**config.mk**
```make
export PLATFORM = sky130hd
export DESIGN_NAME = rd_multi_ch_arbiter
export DESIGN_NICKNAME = d
export VERILOG_FILES = /design/src/rtl/rd_multi_ch_arbiter.sv
export SDC_FILE = /design/constraint.sdc
export NUM_CORES = 1
export LEC_CHECK = 0
export BUFFER_PORTS_ARGS = -buffer_cell sky130_fd_sc_hd__clkbuf_2
export CAP_MARGIN = 20
export CORE_ASPECT_RATIO = 2
export CORE_MARGIN = 2
export CORE_UTILIZATION = 50
export DETAILED_ROUTE_END_ITERATION = 12
export PLACE_DENSITY_LB_ADDON = 0.1
export SETUP_SLACK_MARGIN = 0.02
export SYNTH_ARGS = -nofsm -noshare
export SYNTH_HDL_FRONTEND = slang
export SYNTH_SLANG_ARGS = --single-unit
```
**constraint.sdc**
```tcl
create_clock -name rclk -period 4.6 [get_ports rclk]
set_input_delay 0.92 -clock rclk [delete_from_list [all_inputs] [get_ports rclk]]
set_output_delay 0.92 -clock rclk [all_outputs]
set_load 0.05 [all_outputs]
```
**src/rtl/rd_multi_ch_arbiter.sv**
```systemverilog
`default_nettype none
// ============================================================================
// Module   : rd_multi_ch_arbiter
// Brief    : Round-robin burst arbiter over NUM_CH FIFO read ports, merging
//            the returned words into one tagged valid/ready stream.
// Revision : 1.0
// ============================================================================
module rd_multi_ch_arbiter #(
    parameter int DATASIZE  = 8,
    parameter int NUM_CH    = 4,
    parameter int BURST_MAX = 8,
    localparam int CH_W     = $clog2(NUM_CH),
    localparam int BL_W     = $clog2(BURST_MAX + 1)
) (
    input  logic                       rclk,
    input  logic                       rrst,
    input  logic [NUM_CH-1:0]          rd_empty,
    input  logic [NUM_CH*DATASIZE-1:0] odata,
    output logic [NUM_CH-1:0]          rden,
    input  logic [BL_W-1:0]            burst_len,
    output logic [DATASIZE-1:0]        m_data,
    output logic [CH_W-1:0]            m_ch,
    output logic                       m_valid,
    input  logic                       m_ready,
    output logic                       busy
);

    localparam logic       IDLE  = 1'b0;
    localparam logic       BURST = 1'b1;
    localparam logic [BL_W-1:0] BMAX    = BL_W'(BURST_MAX);
    localparam logic [CH_W-1:0] LAST_CH = CH_W'(NUM_CH - 1);

    logic                state_q, state_d;
    logic [CH_W-1:0]     ptr_q, ptr_d;
    logic [CH_W-1:0]     grant_q, grant_d;
    logic [BL_W-1:0]     rem_q, rem_d;
    logic                inflight_q, inflight_d;
    logic [CH_W-1:0]     inflight_ch_q, inflight_ch_d;
    logic [1:0]          occ_q, occ_d;
    logic [DATASIZE-1:0] buf_data_q [2];
    logic [DATASIZE-1:0] buf_data_d [2];
    logic [CH_W-1:0]     buf_ch_q [2];
    logic [CH_W-1:0]     buf_ch_d [2];

    logic                pop;
    logic                issue;
    logic                credit_ok;
    logic [2:0]          need;
    logic                any_ne;
    logic [CH_W-1:0]     sel;
    logic [CH_W-1:0]     nxt_ptr;
    logic [1:0]          occ_t;
    logic [DATASIZE-1:0] cap_word;
    int                  srch_idx;

    assign pop       = m_valid && m_ready;
    assign need      = {1'b0, occ_q} + {2'b00, inflight_q} - {2'b00, pop};
    assign credit_ok = (need < 3'd2);
    assign nxt_ptr   = (grant_q == LAST_CH) ? '0 : grant_q + 1'b1;
    assign cap_word  = odata[int'(inflight_ch_q) * DATASIZE +: DATASIZE];

    // Cyclic search from ptr: walk offsets high to low so the nearest wins.
    always_comb begin
        any_ne   = 1'b0;
        sel      = '0;
        srch_idx = 0;
        for (int k = NUM_CH - 1; k >= 0; k--) begin
            srch_idx = int'(ptr_q) + k;
            if (srch_idx >= NUM_CH) srch_idx = srch_idx - NUM_CH;
            if (!rd_empty[srch_idx[CH_W-1:0]]) begin
                any_ne = 1'b1;
                sel    = srch_idx[CH_W-1:0];
            end
        end
    end

    always_comb begin
        state_d = state_q;
        ptr_d   = ptr_q;
        grant_d = grant_q;
        rem_d   = rem_q;
        issue   = 1'b0;
        case (state_q)
            IDLE: begin
                if (any_ne) begin
                    state_d = BURST;
                    grant_d = sel;
                    if (burst_len == '0)       rem_d = BL_W'(1);
                    else if (burst_len > BMAX) rem_d = BMAX;
                    else                       rem_d = burst_len;
                end
            end
            BURST: begin
                if (rd_empty[grant_q]) begin
                    state_d = IDLE;
                    ptr_d   = nxt_ptr;
                end else if (credit_ok) begin
                    issue = 1'b1;
                    rem_d = (rem_q == '0) ? '0 : rem_q - 1'b1;
                    if (rem_q <= BL_W'(1)) begin
                        state_d = IDLE;
                        ptr_d   = nxt_ptr;
                    end
                end
            end
            default: state_d = IDLE;
        endcase
    end

    // A read during the reset cycle would be lost anyway, so never issue one.
    assign rden          = (issue && !rrst) ? (NUM_CH'(1) << grant_q) : '0;
    assign inflight_d    = issue && !rrst;
    assign inflight_ch_d = grant_q;

    // Pop shifts the head out first, then the returning word lands behind it.
    always_comb begin
        buf_data_d = buf_data_q;
        buf_ch_d   = buf_ch_q;
        occ_t      = occ_q;
        if (pop) begin
            buf_data_d[0] = buf_data_q[1];
            buf_ch_d[0]   = buf_ch_q[1];
            occ_t         = occ_q - 2'd1;
        end
        if (inflight_q) begin
            if (occ_t == 2'd0) begin
                buf_data_d[0] = cap_word;
                buf_ch_d[0]   = inflight_ch_q;
            end else begin
                buf_data_d[1] = cap_word;
                buf_ch_d[1]   = inflight_ch_q;
            end
            occ_t = occ_t + 2'd1;
        end
        occ_d = occ_t;
    end

    always_ff @(posedge rclk) begin
        if (rrst) begin
            state_q       <= IDLE;
            ptr_q         <= '0;
            grant_q       <= '0;
            rem_q         <= '0;
            inflight_q    <= 1'b0;
            inflight_ch_q <= '0;
            occ_q         <= '0;
            for (int i = 0; i < 2; i++) begin
                buf_data_q[i] <= '0;
                buf_ch_q[i]   <= '0;
            end
        end else begin
            state_q       <= state_d;
            ptr_q         <= ptr_d;
            grant_q       <= grant_d;
            rem_q         <= rem_d;
            inflight_q    <= inflight_d;
            inflight_ch_q <= inflight_ch_d;
            occ_q         <= occ_d;
            buf_data_q    <= buf_data_d;
            buf_ch_q      <= buf_ch_d;
        end
    end

    assign m_valid = (occ_q != 2'd0);
    assign m_data  = buf_data_q[0];
    assign m_ch    = buf_ch_q[0];
    assign busy    = (state_q == BURST) || (occ_q != 2'd0) || inflight_q;

endmodule
`default_nettype wire

```
==> flow_results.xml <==
<?xml version="1.0" encoding="UTF-8"?>
<metrics>
  <group name="run_status">
    <metric name="run_status" unit="">finished clean</metric>
  </group>
  <group name="global_routing">
    <metric name="grt_antenna_before_repair" unit="">0</metric>
    <metric name="largest_net_degree_at_the_start_of_global_routing" unit="">35</metric>
    <metric name="grt_use_total" unit="">0.197</metric>
    <metric name="grt_pass1_vias" unit="">1550</metric>
    <metric name="grt_first_pass_wirelength" unit="um">6440</metric>
    <metric name="grt_remaining_overflow" unit="">0</metric>
  </group>
  <group name="finish">
    <metric name="ant_cells" unit="">0</metric>
    <metric name="drive_gt1_frac" unit="">0.312</metric>
    <metric name="most_common_library_cell_in_the_layout_ignoring_fill_and_taps" unit="">sky130_fd_sc_hd__clkbuf_2</metric>
    <metric name="most-common-layout-cells" unit="">58 x sky130_fd_sc_hd__clkbuf_2, 34 x sky130_fd_sc_hd__dfxtp_1, 28 x sky130_fd_sc_hd__nand2_1</metric>
    <metric name="area_delta_synth_final" unit="%">16.8</metric>
    <metric name="fin_nets" unit="">313</metric>
    <metric name="final_cell_area" unit="mm2">0.00227</metric>
  </group>
  <group name="worst_setup_path">
    <metric name="max_stage_delay" unit="ns">0.37</metric>
    <metric name="critPathLaunchType" unit="">primary input</metric>
    <metric name="crit_path_frequent_cell" unit="">sky130_fd_sc_hd__inv_1</metric>
    <metric name="timing.critical_path.arrival" unit="ns">3.05</metric>
    <metric name="endpoint_kind" unit="">output port</metric>
    <metric name="critical_path.cell_chain" unit="">clkbuf_2, nand2_1, inv_1, ha_1, inv_1, ha_1, inv_1, fa_1, xnor2_1, nand4b_4, nor2_2, and2_1, clkbuf_2</metric>
    <metric name="criticalPathCategory" unit="">in2out</metric>
    <metric name="crit_required" unit="ns">3.68</metric>
    <metric name="slowest_stage" unit="">sky130_fd_sc_hd__fa_1</metric>
    <metric name="timing.critical_path.fanout_max" unit="">5</metric>
  </group>
  <group name="hold_path">
    <metric name="hp-class" unit="">reg2reg</metric>
  </group>
  <group name="floorplan">
    <metric name="die-area" unit="mm2">0.00443</metric>
    <metric name="fp.coreArea" unit="mm2">0.00380</metric>
    <metric name="floorplan.initialDensity" unit="">0.510</metric>
    <metric name="dieWidth" unit="um">48.1</metric>
    <metric name="chipHeight" unit="um">92.1</metric>
    <metric name="io-pin-count" unit="">59</metric>
    <metric name="core.rowCount" unit="">32</metric>
  </group>
  <group name="route">
    <metric name="drt_first_iter_violations" unit="">17</metric>
    <metric name="wl_per_cell" unit="um">12.7</metric>
    <metric name="via_count" unit="">1649</metric>
    <metric name="vias_per_cell" unit="">5.30</metric>
    <metric name="drt_drc_violations_left" unit="">0</metric>
    <metric name="ant_nets" unit="">0</metric>
    <metric name="total_wire_length_after_detailed_routing" unit="um">3940</metric>
    <metric name="dr.pass1.iters" unit="">4</metric>
  </group>
  <group name="logic_synthesis">
    <metric name="average_instance_area_after_synthesis" unit="um2">8.98</metric>
    <metric name="synth_seq_area_share" unit="">0.351</metric>
    <metric name="async_flop_share" unit="">0</metric>
    <metric name="netlist-cell-type-count" unit="">40</metric>
    <metric name="yosys_most_used_dff" unit="">sky130_fd_sc_hd__dfxtp_1</metric>
    <metric name="synth.net_count" unit="">268</metric>
    <metric name="syn_area" unit="mm2">0.00194</metric>
    <metric name="ys_seq_elements" unit="">34</metric>
    <metric name="netlist_instances" unit="">216</metric>
    <metric name="number_of_warnings_reported_in_the_yosys_synthesis_log" unit="">0</metric>
    <metric name="synth_edf_count" unit="">0</metric>
  </group>
  <group name="sta">
    <metric name="slew_viol_final" unit="">0</metric>
    <metric name="report.final.setup_viol" unit="">0</metric>
    <metric name="final_min_period_over_clock_period" unit="">0.864</metric>
    <metric name="fmaxAchievable" unit="MHz">252</metric>
    <metric name="worst_slew_margin_rel" unit="">0.513</metric>
    <metric name="clock-skew-final" unit="ns">0.00299</metric>
    <metric name="rsz0062_at_grt" unit="">false</metric>
    <metric name="finalHoldViolCount" unit="">0</metric>
    <metric name="max_slew.worst_pin.slew" unit="ns">0.731</metric>
    <metric name="layout_min_cycle_time" unit="ns">3.97</metric>
    <metric name="worst_hold_slack" unit="ns">0.458</metric>
    <metric name="setup_total_negative_slack" unit="ns">0</metric>
  </group>
  <group name="clock_tree">
    <metric name="cts.repair_timing.setup_buffer_count" unit="">0</metric>
    <metric name="register_clock_pin_slew_on_the_reported_worst_setup_and_hold_paths" unit="ns">0.06</metric>
    <metric name="hold_buffers" unit="">0</metric>
    <metric name="numCtsBuffers" unit="">5</metric>
    <metric name="tritoncts" unit="">yes</metric>
    <metric name="tritoncts_num_sinks" unit="">34</metric>
    <metric name="ctsRootBufferMaster" unit="">sky130_fd_sc_hd__clkbuf_8</metric>
    <metric name="clock_latency" unit="ns">0.27</metric>
    <metric name="post_cts_resized" unit="">0</metric>
    <metric name="cts_buffer_depth" unit="">2</metric>
    <metric name="cts_htree_levels" unit="">2</metric>
  </group>
  <group name="placed_design">
    <metric name="port-buffer-count" unit="">58</metric>
    <metric name="placer_s_final_routability_congestion_estimate" unit="">0.688</metric>
    <metric name="detail_placement_hpwl" unit="um">3100</metric>
    <metric name="placement.cell_area" unit="mm2">0.00218</metric>
  </group>
  <group name="power">
    <metric name="power.static_leakage" unit="nW">1.03</metric>
    <metric name="irDropWorstVdd" unit="V">0.000263</metric>
    <metric name="powerDensity" unit="mW/mm2">480</metric>
    <metric name="total_power" unit="W">0.00109</metric>
  </group>
  <group name="flow_run">
    <metric name="max-cap-violations" unit="">0</metric>
  </group>
</metrics>
==> metal layers <==
metal  GRT usage  share of wire  wire, um
met5           0              0         0
met4      0.0608          0.010        41
met3      0.0374          0.049       195
met2       0.363           0.57      2240
met1       0.203           0.37      1460
==> where the power goes <==
group	switching [W]	leakage (nW)	internal [W]
clock network	0.000100	0.0431	0.000115
registers	0.0000504	0.277	0.000342
logic	0.000297	0.705	0.000182
total	0.000448	1.03	0.000640
==> cells by family after synthesis <==
group                    Yosys count  synth area share
multiplexers                      20             0.161
XOR/XNOR                           1           0.00451
buffers and inverters             32            0.0825
adder cells (fa/ha/maj)            9            0.0619
AND/OR/NAND/NOR                   77             0.194
flip-flops                        34             0.351
AO/OA/AOI/OAI                     43             0.145
==> Yosys cell counts (all sizes together) (2+ instances only) <==
master / count / area share
nor2: 25 / 0.050
nor3: 4 / 0.013
buf: 13 / 0.046
mux4: 9 / 0.10
nand2: 29 / 0.060
and2: 4 / 0.013
inv: 11 / 0.021
nand2b: 4 / 0.013
a21oi: 17 / 0.044
a211oi: 13 / 0.055
dfxtp: 34 / 0.35
o21ai: 6 / 0.017
ha: 8 / 0.052
mux2i: 11 / 0.057
or3: 2 / 0.0064
clkbuf: 8 / 0.015
nor2b: 3 / 0.0097
nand4b: 2 / 0.017
==> through the flow <==
stage	utilization	setup slack (ns)	std cells
finish	0.596	0.626	311
global route	0.596	0.353	311
CTS	0.596	0.588	311
detailed placement	0.574	0.593	305
global placement	0.574	0.654	305
floorplan	-	0.421	216
==> registers in the layout (all words and copies together), names as in the netlist, 2 cells and up <==
register / flops
buf_data_q: 8
m_data: 8
rem_q: 4
buf_ch_q: 2
grant_q: 2
inflight_ch_q: 2
m_ch: 2
occ_q: 2
ptr_q: 2
==> layout make-up <==
class | instances | area [um2]
multi-input cells | 150 | 1100
fillers | 361 | 1540
well taps | 51 | 63.8
flip-flops and latches | 34 | 681
repair buffers | 59 | 298
clock buffers | 6 | 82.6
inverters | 11 | 41.3
==> critical path: cells and delay by family <==
family	cells	cell delay (ns)
fa+ha+maj	3	0.78
simple gates	4	0.58
xor+xnor	1	0.27
buf+inv	5	0.51
==> final timing paths <==
kind            startpoint            end  slack (ns)  depth (start not counted)
max reg2reg       occ_q[1]       ptr_q[0]        1.73                         15
min reg2reg  buf_data_q[3]  buf_data_q[3]        0.46                          2
min          buf_data_q[3]  buf_data_q[3]        0.46                          2
max                m_ready        rden[0]        0.63                         13
(Power assumes the default switching activity.)
